**config.mk**
```make
export PLATFORM = sky130hd
export DESIGN_NAME = mux_sel_arbiter
export DESIGN_NICKNAME = d
export VERILOG_FILES = /design/src/rtl/mux_sel_pkg.sv /design/src/rtl/mux_sel_beat_cnt.sv /design/src/rtl/mux_sel_arbiter.sv
export SDC_FILE = /design/constraint.sdc
export NUM_CORES = 1
export LEC_CHECK = 0
export CAP_MARGIN = 30
export CELL_PAD_IN_SITES_DETAIL_PLACEMENT = 0
export CELL_PAD_IN_SITES_GLOBAL_PLACEMENT = 1
export CORE_MARGIN = 5
export CORE_UTILIZATION = 31
export CTS_CLUSTER_DIAMETER = 40
export DETAILED_ROUTE_END_ITERATION = 10
export PLACE_DENSITY = 0.83
export SYNTH_ARGS = -nofsm -noshare
export SYNTH_HDL_FRONTEND = slang
export SYNTH_SLANG_ARGS = --single-unit
```
**constraint.sdc**
```tcl
create_clock -name clk -period 1.4 [get_ports clk]
set_input_delay 0.21 -clock clk [delete_from_list [all_inputs] [get_ports clk]]
set_output_delay 0.21 -clock clk [all_outputs]
set_load 0.02 [all_outputs]
```
**src/rtl/mux_sel_pkg.sv**
```systemverilog
// mux_sel_pkg: shared types and constants for the mux select arbiter.
//   state_e : arbiter FSM states (IDLE, OWN_A, OWN_B)
//   SEL_A/B : mux select encodings (0 routes A, 1 routes B)
package mux_sel_pkg;

  typedef enum logic [1:0] {
    IDLE  = 2'd0,
    OWN_A = 2'd1,
    OWN_B = 2'd2
  } state_e;

  localparam logic SEL_A = 1'b0;
  localparam logic SEL_B = 1'b1;

endpackage

```
**src/rtl/mux_sel_beat_cnt.sv**
```systemverilog
// mux_sel_beat_cnt: loadable down-counter holding the beats left in a burst.
//   clk, rst_n : clock, async active-low reset
//   clear      : force remain to 0 (burst finished with nobody to serve next)
//   load, len  : load a new burst length; a length of 0 loads as 1
//   dec        : one beat accepted
//   remain     : beats left in the current burst
//   last       : remain == 1, i.e. the next accepted beat ends the burst
// Priority: clear > load > dec.
module mux_sel_beat_cnt #(
  parameter int LEN_W = 4
) (
  input  logic             clk,
  input  logic             rst_n,
  input  logic             clear,
  input  logic             load,
  input  logic [LEN_W-1:0] len,
  input  logic             dec,
  output logic [LEN_W-1:0] remain,
  output logic             last
);

  always_ff @(posedge clk or negedge rst_n) begin
    if (!rst_n) begin
      remain <= '0;
    end else if (clear) begin
      remain <= '0;
    end else if (load) begin
      remain <= (len == '0) ? LEN_W'(1) : len;
    end else if (dec && (remain != '0)) begin
      // Guarded so the counter can never wrap below zero.
      remain <= remain - LEN_W'(1);
    end
  end

  assign last = (remain == LEN_W'(1));

endmodule

```
**src/rtl/mux_sel_arbiter.sv**
```systemverilog
// mux_sel_arbiter: round-robin burst arbiter driving the select of a 2:1 mux.
// The select is held for a whole granted burst so the data path never
// switches mid-burst; hand-over to the next requester happens with no
// idle cycle in between.
//   clk, rst_n     : clock, async active-low reset
//   req_a, len_a   : requester A level request and burst length
//   req_b, len_b   : requester B level request and burst length
//   adv            : downstream accepted one beat this cycle
//   s              : mux select (0 = A, 1 = B), held in IDLE
//   gnt_a, gnt_b   : ownership of the mux
//   busy           : a grant is active
//   remain         : beats left in the current burst
//   tmo            : one-cycle pulse when a grant is released by timeout
// Optional feature macro: MUX_SEL_TIMEOUT_EN adds the TIMEOUT parameter,
// the idle-beat counter and the tmo output.
//
// state | meaning
// IDLE  | no owner, s keeps its last value
// OWN_A | A owns the mux, s = 0
// OWN_B | B owns the mux, s = 1
module mux_sel_arbiter
  import mux_sel_pkg::*;
#(
  parameter int LEN_W   = 4
`ifdef MUX_SEL_TIMEOUT_EN
  , parameter int TIMEOUT = 16
`endif
) (
  input  logic             clk,
  input  logic             rst_n,
  input  logic             req_a,
  input  logic [LEN_W-1:0] len_a,
  input  logic             req_b,
  input  logic [LEN_W-1:0] len_b,
  input  logic             adv,
  output logic             s,
  output logic             gnt_a,
  output logic             gnt_b,
  output logic             busy,
  output logic [LEN_W-1:0] remain
`ifdef MUX_SEL_TIMEOUT_EN
  , output logic           tmo
`endif
);

  state_e state;
  logic   last_served;
  logic   in_own;
  logic   cnt_last;
  logic   timeout_hit;
  logic   burst_end;
  logic   take;
  logic   prio_ref;
  logic   grant_a;
  logic   grant_b;
  logic   cnt_load;
  logic   cnt_clear;

  assign in_own    = (state != IDLE);
  assign burst_end = in_own && ((adv && cnt_last) || timeout_hit);
  assign take      = (state == IDLE) || burst_end;

  // On a tie the winner is whoever was not served last. At a burst end the
  // current owner is about to become last_served, so it is used directly.
  assign prio_ref = (state == OWN_A) ? SEL_A :
                    (state == OWN_B) ? SEL_B : last_served;

  assign grant_a = take && req_a && (!req_b || (prio_ref == SEL_B));
  assign grant_b = take && req_b && (!req_a || (prio_ref == SEL_A));

  assign cnt_load  = grant_a || grant_b;
  assign cnt_clear = burst_end && !cnt_load;

  mux_sel_beat_cnt #(.LEN_W(LEN_W)) u_beat_cnt (
    .clk    (clk),
    .rst_n  (rst_n),
    .clear  (cnt_clear),
    .load   (cnt_load),
    .len    (grant_b ? len_b : len_a),
    .dec    (in_own && adv),
    .remain (remain),
    .last   (cnt_last)
  );

`ifdef MUX_SEL_TIMEOUT_EN
  localparam int CNT_W = $clog2(TIMEOUT + 1);

  logic [CNT_W-1:0] idle_cnt;

  // Fires on the TIMEOUT-th consecutive owned cycle without a beat.
  assign timeout_hit = in_own && !adv && (idle_cnt == CNT_W'(TIMEOUT - 1));

  always_ff @(posedge clk or negedge rst_n) begin
    if (!rst_n) begin
      idle_cnt <= '0;
      tmo      <= 1'b0;
    end else begin
      tmo <= timeout_hit;
      if (!in_own || adv || burst_end || cnt_load) begin
        idle_cnt <= '0;
      end else begin
        idle_cnt <= idle_cnt + CNT_W'(1);
      end
    end
  end
`else
  assign timeout_hit = 1'b0;
`endif

  always_ff @(posedge clk or negedge rst_n) begin
    if (!rst_n) begin
      state       <= IDLE;
      s           <= SEL_A;
      gnt_a       <= 1'b0;
      gnt_b       <= 1'b0;
      busy        <= 1'b0;
      last_served <= SEL_B;
    end else begin
      if (burst_end) begin
        last_served <= (state == OWN_B) ? SEL_B : SEL_A;
      end
      if (grant_a) begin
        state <= OWN_A;
        s     <= SEL_A;
        gnt_a <= 1'b1;
        gnt_b <= 1'b0;
        busy  <= 1'b1;
      end else if (grant_b) begin
        state <= OWN_B;
        s     <= SEL_B;
        gnt_a <= 1'b0;
        gnt_b <= 1'b1;
        busy  <= 1'b1;
      end else if (burst_end) begin
        state <= IDLE;
        gnt_a <= 1'b0;
        gnt_b <= 1'b0;
        busy  <= 1'b0;
      end
    end
  end

endmodule

```
# Word-level counts from Yosys, hierarchy flattened
# Cells that the tools add are included.
# totals
reg_bits,11
inputBits,13
output_inout_bits,8
wordCells,54
# classes
addsub,1
n_eq_ne,3
n_mux,19
bitwise,1
reduce_logical,23
# ops
op,count
2-to-1 mux 4 bit,5
2-to-1 mux 1 bit,11
logical AND 1 bit,9
2-to-1 mux 2 bit,3
nonzero test 3 bit,2
"== test 4 x 1 -> 1 bit, second input constant",1
zero test 4 bit,1
logical OR 1 bit,4
nonzero test 2 bit,2
nonzero test 4 bit,1
"subtractor 4 x 1 -> 4 bit, second input constant",1
zero test 1 bit,3
"== test 2 x 1 -> 1 bit, second input constant",1
"== test 2 bit, second input constant",1
zero test 2 bit,1
inverter 1 bit,1

# Longest topological paths before layout
# depth
ltp_word,11
depth_mapped,6
mapped_depth_nobuf,6

# By module
# Synthesis repeated with hierarchy kept, for this count alone.
# unflattened
hier_cells,72
hier_area_um2,681.9
# modules_own_cells
mod,instances,cells_each,area_per_inst_um2,seq_area_each_um2
mux_sel_arbiter,1,37,372.9,126.4
mux_sel_beat_cnt,1,35,309.0,100.1

# Worst setup path before layout
# Ideal clock, no wire load.
# synth_timing
path_type,reg2reg
from,reg u_beat_cnt.remain[0]
to,reg u_beat_cnt.remain[0]
setup_time_ns,0.137
arrival_ns,1.403
required_ns,1.263
slack_ns,-0.140
stages_incl_launch_ff,7
path_buffers,0
synth_period_minus_slack_ns,1.540
cell_sequence,dfrtp_1 > inv_1 > ha_1 > nor3b_2 > nor2_1 > xnor2_1 > o32ai_2
# synth_between
elab_chain_len,11
elab_cells_between_ends,21
cone_classes,1 x add/sub; 1 x eq/ne; 5 x mux; 14 x reduce/logical
# synth_lines
element,line,source
start: declaration,mux_sel_beat_cnt.sv:18,"output logic [LEN_W-1:0] remain,"
start signal: assignment,mux_sel_beat_cnt.sv:28,remain <= (len == '0) ? LEN_W'(1) : len;
start signal: assignment,mux_sel_beat_cnt.sv:31,remain <= remain - LEN_W'(1);
== test 4 x 1 -> 1 bit,mux_sel_beat_cnt.sv:35,assign last = (remain == LEN_W'(1));
logical AND 1 bit (2 in series),mux_sel_arbiter.sv:60,assign burst_end = in_own && ((adv && cnt_last) || timeout_hit);
logical OR 1 bit,mux_sel_arbiter.sv:61,assign take = (state == IDLE) || burst_end;
logical AND 1 bit (2 in series),mux_sel_arbiter.sv:69,assign grant_b = take && req_b && (!req_a || (prio_ref == SEL_A));
2-to-1 mux 4 bit,mux_sel_arbiter.sv:79,".len (grant_b ? len_b : len_a),"
zero test 4 bit,mux_sel_beat_cnt.sv:28,
2-to-1 mux 4 bit,mux_sel_beat_cnt.sv:28,
2-to-1 mux 4 bit,mux_sel_beat_cnt.sv:27,end else if (load) begin
2-to-1 mux 4 bit,mux_sel_beat_cnt.sv:25,end else if (clear) begin
# Parallel ways exist; a longest one is shown, timed or not. The select of a mux whose other input is x is not followed.
# A chain may end at the register's enable or synchronous reset.

# Worst setup path after layout
# layout_timing
from,reg u_beat_cnt.remain[0]
to,reg u_beat_cnt.remain[3]
# Same word-level chain as after synthesis.

==> reports/metrics.sh <==
STATUS='finished with violations'
FAILED_CHECKS='setup timing'
POSTSYNTHAREAPERCELL_UM2=10.2
CRITPATHTOPFAMILY='flip-flops'
VDD_DROP_MAX_uV=1140
DETAIL_ROUTE.VIAS_PER_CELL=4.94
IO_BUFFER_COUNT=20
WORST-ENDPOINT-ARRIVAL_NS=1.63
REG2REG_SETUP_SLACK_NS=-0.11
MAX_CLOCK_FREQ_MHz=662
CELL_CHOSEN_FOR_THE_CLOCK_ROOT='sky130_fd_sc_hd__clkbuf_4'
DRV.MAX_CAP_VIOLATION_COUNT=0
CELL_TYPES_OCCUPYING_THE_MOST_AREA_AFTER_SYNTHESIS='sky130_fd_sc_hd__dfrtp_1 (27%), sky130_fd_sc_hd__ha_1 (5.0%), sky130_fd_sc_hd__a21oi_1 (4.0%)'
GP_CONGESTION=0.790
AREA_GROWTH_SYN_TO_LAYOUT_PCT=67.8
CLOCK_SKEW_NS=0.00166
NNETSFINAL=134
SYNTH.CELL_AREA_UM2=746
SYNTHCELLS=73
WORST_SETUP_HOLD_PATH_CLK_SLEW_NS=0.06
TRACK_USAGE_PCT=12.8
DRT-TOTAL-WL_MM=2.04
PLACED_AREA_MM2=0.00112
PATH_CELLS='inv_2 > ha_4 > nor3b_4 > nor3_2 > xnor2_1 > o221ai_1'
GRT_PASS1_VIAS=717
DRC=0
FINAL-HOLD-VIOLATION-COUNT=0
P_LEAK_nW=0.497
GRT_MAX_DEGREE=11
WORST_R2R_ENDPOINT='u_beat_cnt.remain[3]'
PATH_DEPTH=6
HTREEDEPTH=1
LAYOUT_SETUP_WS_NS=-0.111
WORSTSETUPENDPOINTTYPE='flip-flop'
CRITPATHSLOWESTCELL='sky130_fd_sc_hd__dfrtp_2'
IO-PIN-COUNT=21
WORSTSETUPPATHTYPE='flip-flop to flip-flop'
WORST_SKEW_PAIR.LATE_LATENCY_NS=0.26
MOST_NUMEROUS_CELL_IN_THE_YOSYS_NETLIST='sky130_fd_sc_hd__dfrtp_1'
PATH_MAX_FANOUT=4
CRIT_START='u_beat_cnt.remain[0]'
ROUTED-VIA-COUNT=717
HOLD_CLASS='input port to async pin'
ASYNCSETRESETFLOPFRACSYNTH_PCT=100
GRT_FIRST_PASS_WIRELENGTH_MM=3.35
CTS-BUFFERS-INSERTED=3
FIN_AREA_MM2=0.00125
CRITPATHREQUIREDTIME_NS=1.52
FINALCRITICALPERIOD_NS=1.51
NUMBER_OF_ANTENNA_VIOLATIONS_AT_THE_FIRST_CHECK_IN_GLOBAL_ROUTING=0
FLOORPLAN.INITIALDENSITY_PCT=33.1
CP-START-KIND='flip-flop'
DP_HPWL_MM=1.58
SYNTH_NETS=89
POWER_DENSITY_mW_PER_MM2=2210
NETLIST.TOP_CELL.BY_AREA='sky130_fd_sc_hd__dfrtp_1'
DIE_W_UM=59.0
DIE_HEIGHT_UM=59.0
NUMBER_OF_FLOPS_MAPPED_TO_ENABLE_CELLS_BY_YOSYS=0
LAYOUT-DRIVE-GT1-SHARE_PCT=48.7
TIMING.CRITICAL_PATH.TO='u_beat_cnt.remain[3]'
WORST_PATH_LARGEST_CELL_DELAY_NS=0.44
WP_BUF_INV=1
TOTAL_NEGATIVE_SLACK_FOR_SETUP_CHECKS_NS=-0.368
CLOCK_SINKS=9
SYNTHFLOPTYPE='sky130_fd_sc_hd__dfrtp_1'
ANT_NETS=0
HOLD_BUFFERS=0
WL_PER_CELL_UM=14.0
FINAL_MIN_PERIOD_OVER_CLOCK_PERIOD_PCT=108
DESIGN.CORE.AREA_MM2=0.00225
DR.PASS1.ITERS=6
YOSYS_WARNINGS=0
NUM_ANTENNA_CELLS=0
R2R_START='u_beat_cnt.remain[0]'
YS_TOP_CELLS_BY_COUNT='sky130_fd_sc_hd__dfrtp_1 (8), sky130_fd_sc_hd__a21oi_1 (6), sky130_fd_sc_hd__nor2_1 (6)'
DIEAREA_MM2=0.00349
POST-SYNTH-TOP-AREA-FRACTION_PCT=26.8
FLOORPLAN.ROWS=17
SEQ_AREA_FRAC_SYNTH_PCT=30.4
CTS-ROOT-TO-SINK-BUFFERS=2
CTS_TREE='yes'
WORST_SLEW_MARGIN_REL_PCT=72.3
REG2REG_DEPTH=6
POST_SYNTH_NUM_CELL_TYPES=36
SYNTH_SEQ_CELLS=9
GRT_SETUP_UNREPAIRED='yes'
DR.FIRST_ITER.DRC_COUNT=16
SETUP_VIOL_COUNT_FINAL=5
TIMING_MAX_TRANSITION_VIOLATIONS_FINAL=0
TIGHTEST_SLEW_NS=0.414
LEFTOVER_OVERFLOW_AT_THE_END_OF_GLOBAL_ROUTING=0
-- layout make-up --
| type | instances | area, um2 |
|---|---|---|
| flip-flops and latches | 9 | 231 |
| multi-input cells | 57 | 552 |
| repair buffers | 42 | 385 |
| fillers | 230 | 1000 |
| inverters | 5 | 21.3 |
| well taps | 28 | 35.0 |
| clock buffers | 4 | 26.3 |
-- layer usage --
| metal | vias to the layer above | routed length, um | global-route usage [%] |
|---|---|---|---|
| li1 | 361 | - | - |
| met1 | 334 | 940 | 16.7 |
| met2 | 20 | 1010 | 20.8 |
| met3 | 2 | 63 | 1.53 |
| met4 | 0 | 19 | 5.83 |
| met5 | - | 0 | 0 |
-- worst register-to-register path: stages (launching register included) --
cell and delay [ns]:
sky130_fd_sc_hd__dfrtp_2 0.44, sky130_fd_sc_hd__inv_2 0.09, sky130_fd_sc_hd__ha_4 0.13, sky130_fd_sc_hd__nor3b_4 0.29, sky130_fd_sc_hd__nor3_2 0.08, sky130_fd_sc_hd__xnor2_1 0.20
sky130_fd_sc_hd__o221ai_1 0.15
-- logic make-up after synthesis --
kind of cell / count (synthesis) / synth area share [%]
buf+inv: 7 / 5.54
fa+ha+maj: 3 / 5.03
xor+xnor: 3 / 3.52
compound gates: 24 / 29.4
simple gates: 26 / 24.3
flops: 9 / 30.4
mux: 1 / 1.85
-- power breakdown --
part           leakage (nW)  total (mW)  switching [mW]  internal [mW]
Sequential           0.0985       0.604           0.188          0.416
Clock                0.0150       0.201          0.0913          0.110
Combinational         0.384        1.95           0.903           1.05
-- flip-flops by register name, summed over array words and instances, names as in the netlist --
signal	flops
gnt_b	1
state	1
busy	1
u_beat_cnt.remain	4
s	1
last_served	1
-- through the flow --
step | instances | hold WS (ns) | total power [mW] | setup slack (ns) | util, %
6_report | 145 | 0.250 | 2.76 | -0.111 | 55.5
5_1_grt | 145 | 0.268 | 2.97 | -0.192 | 55.5
4_1_cts | 142 | 0.252 | 2.67 | -0.103 | 53.9
3_5_place_dp | 135 | 0.522 | 2.30 | -0.233 | 49.5
3_3_place_gp | 135 | 0.512 | 2.27 | -0.220 | 49.5
2_1_floorplan | 73 | -0.0856 | 1.64 | -0.0182 | -
-- how the worst min path moves through the flow --
stage | end | slack (ns)
2_1_floorplan | busy | -0.09
3_3_place_gp | s | 0.51
3_5_place_dp | s | 0.52
4_1_cts | busy | 0.25
5_1_grt | busy | 0.27
6_report | busy | 0.25
-- placed cells by master (no fill, tap or decap), types with 2 or more instances in the layout --
master	netlist	final
sky130_fd_sc_hd__buf_4	0	19
sky130_fd_sc_hd__clkdlybuf4s50_1	0	12
sky130_fd_sc_hd__dlygate4sd2_1	0	7
sky130_fd_sc_hd__a21oi_1	6	6
sky130_fd_sc_hd__nand2_1	5	5
sky130_fd_sc_hd__dfrtp_1	8	4
sky130_fd_sc_hd__dfrtp_2	0	4
sky130_fd_sc_hd__o21ai_2	2	3
sky130_fd_sc_hd__nor2_1	6	3
sky130_fd_sc_hd__nand3_1	3	3
sky130_fd_sc_hd__nor3_1	3	3
sky130_fd_sc_hd__clkbuf_4	0	3
sky130_fd_sc_hd__inv_2	1	2
sky130_fd_sc_hd__nor2_4	1	2
sky130_fd_sc_hd__inv_1	4	2
sky130_fd_sc_hd__nor2_2	0	2
sky130_fd_sc_hd__xnor2_1	3	2
sky130_fd_sc_hd__o221ai_1	2	2
sky130_fd_sc_hd__nor3b_2	2	2
sky130_fd_sc_hd__ha_4	0	2
sky130_fd_sc_hd__buf_12	0	2
-- timing repair --
action                                  CTS  global route
resized for setup                        17             6
pin swaps                                 8             5
buffers inserted                          3             3
endpoints found under the setup margin   12             9
hold endpoints to repair                  0             0
(Power assumes the default switching activity.)
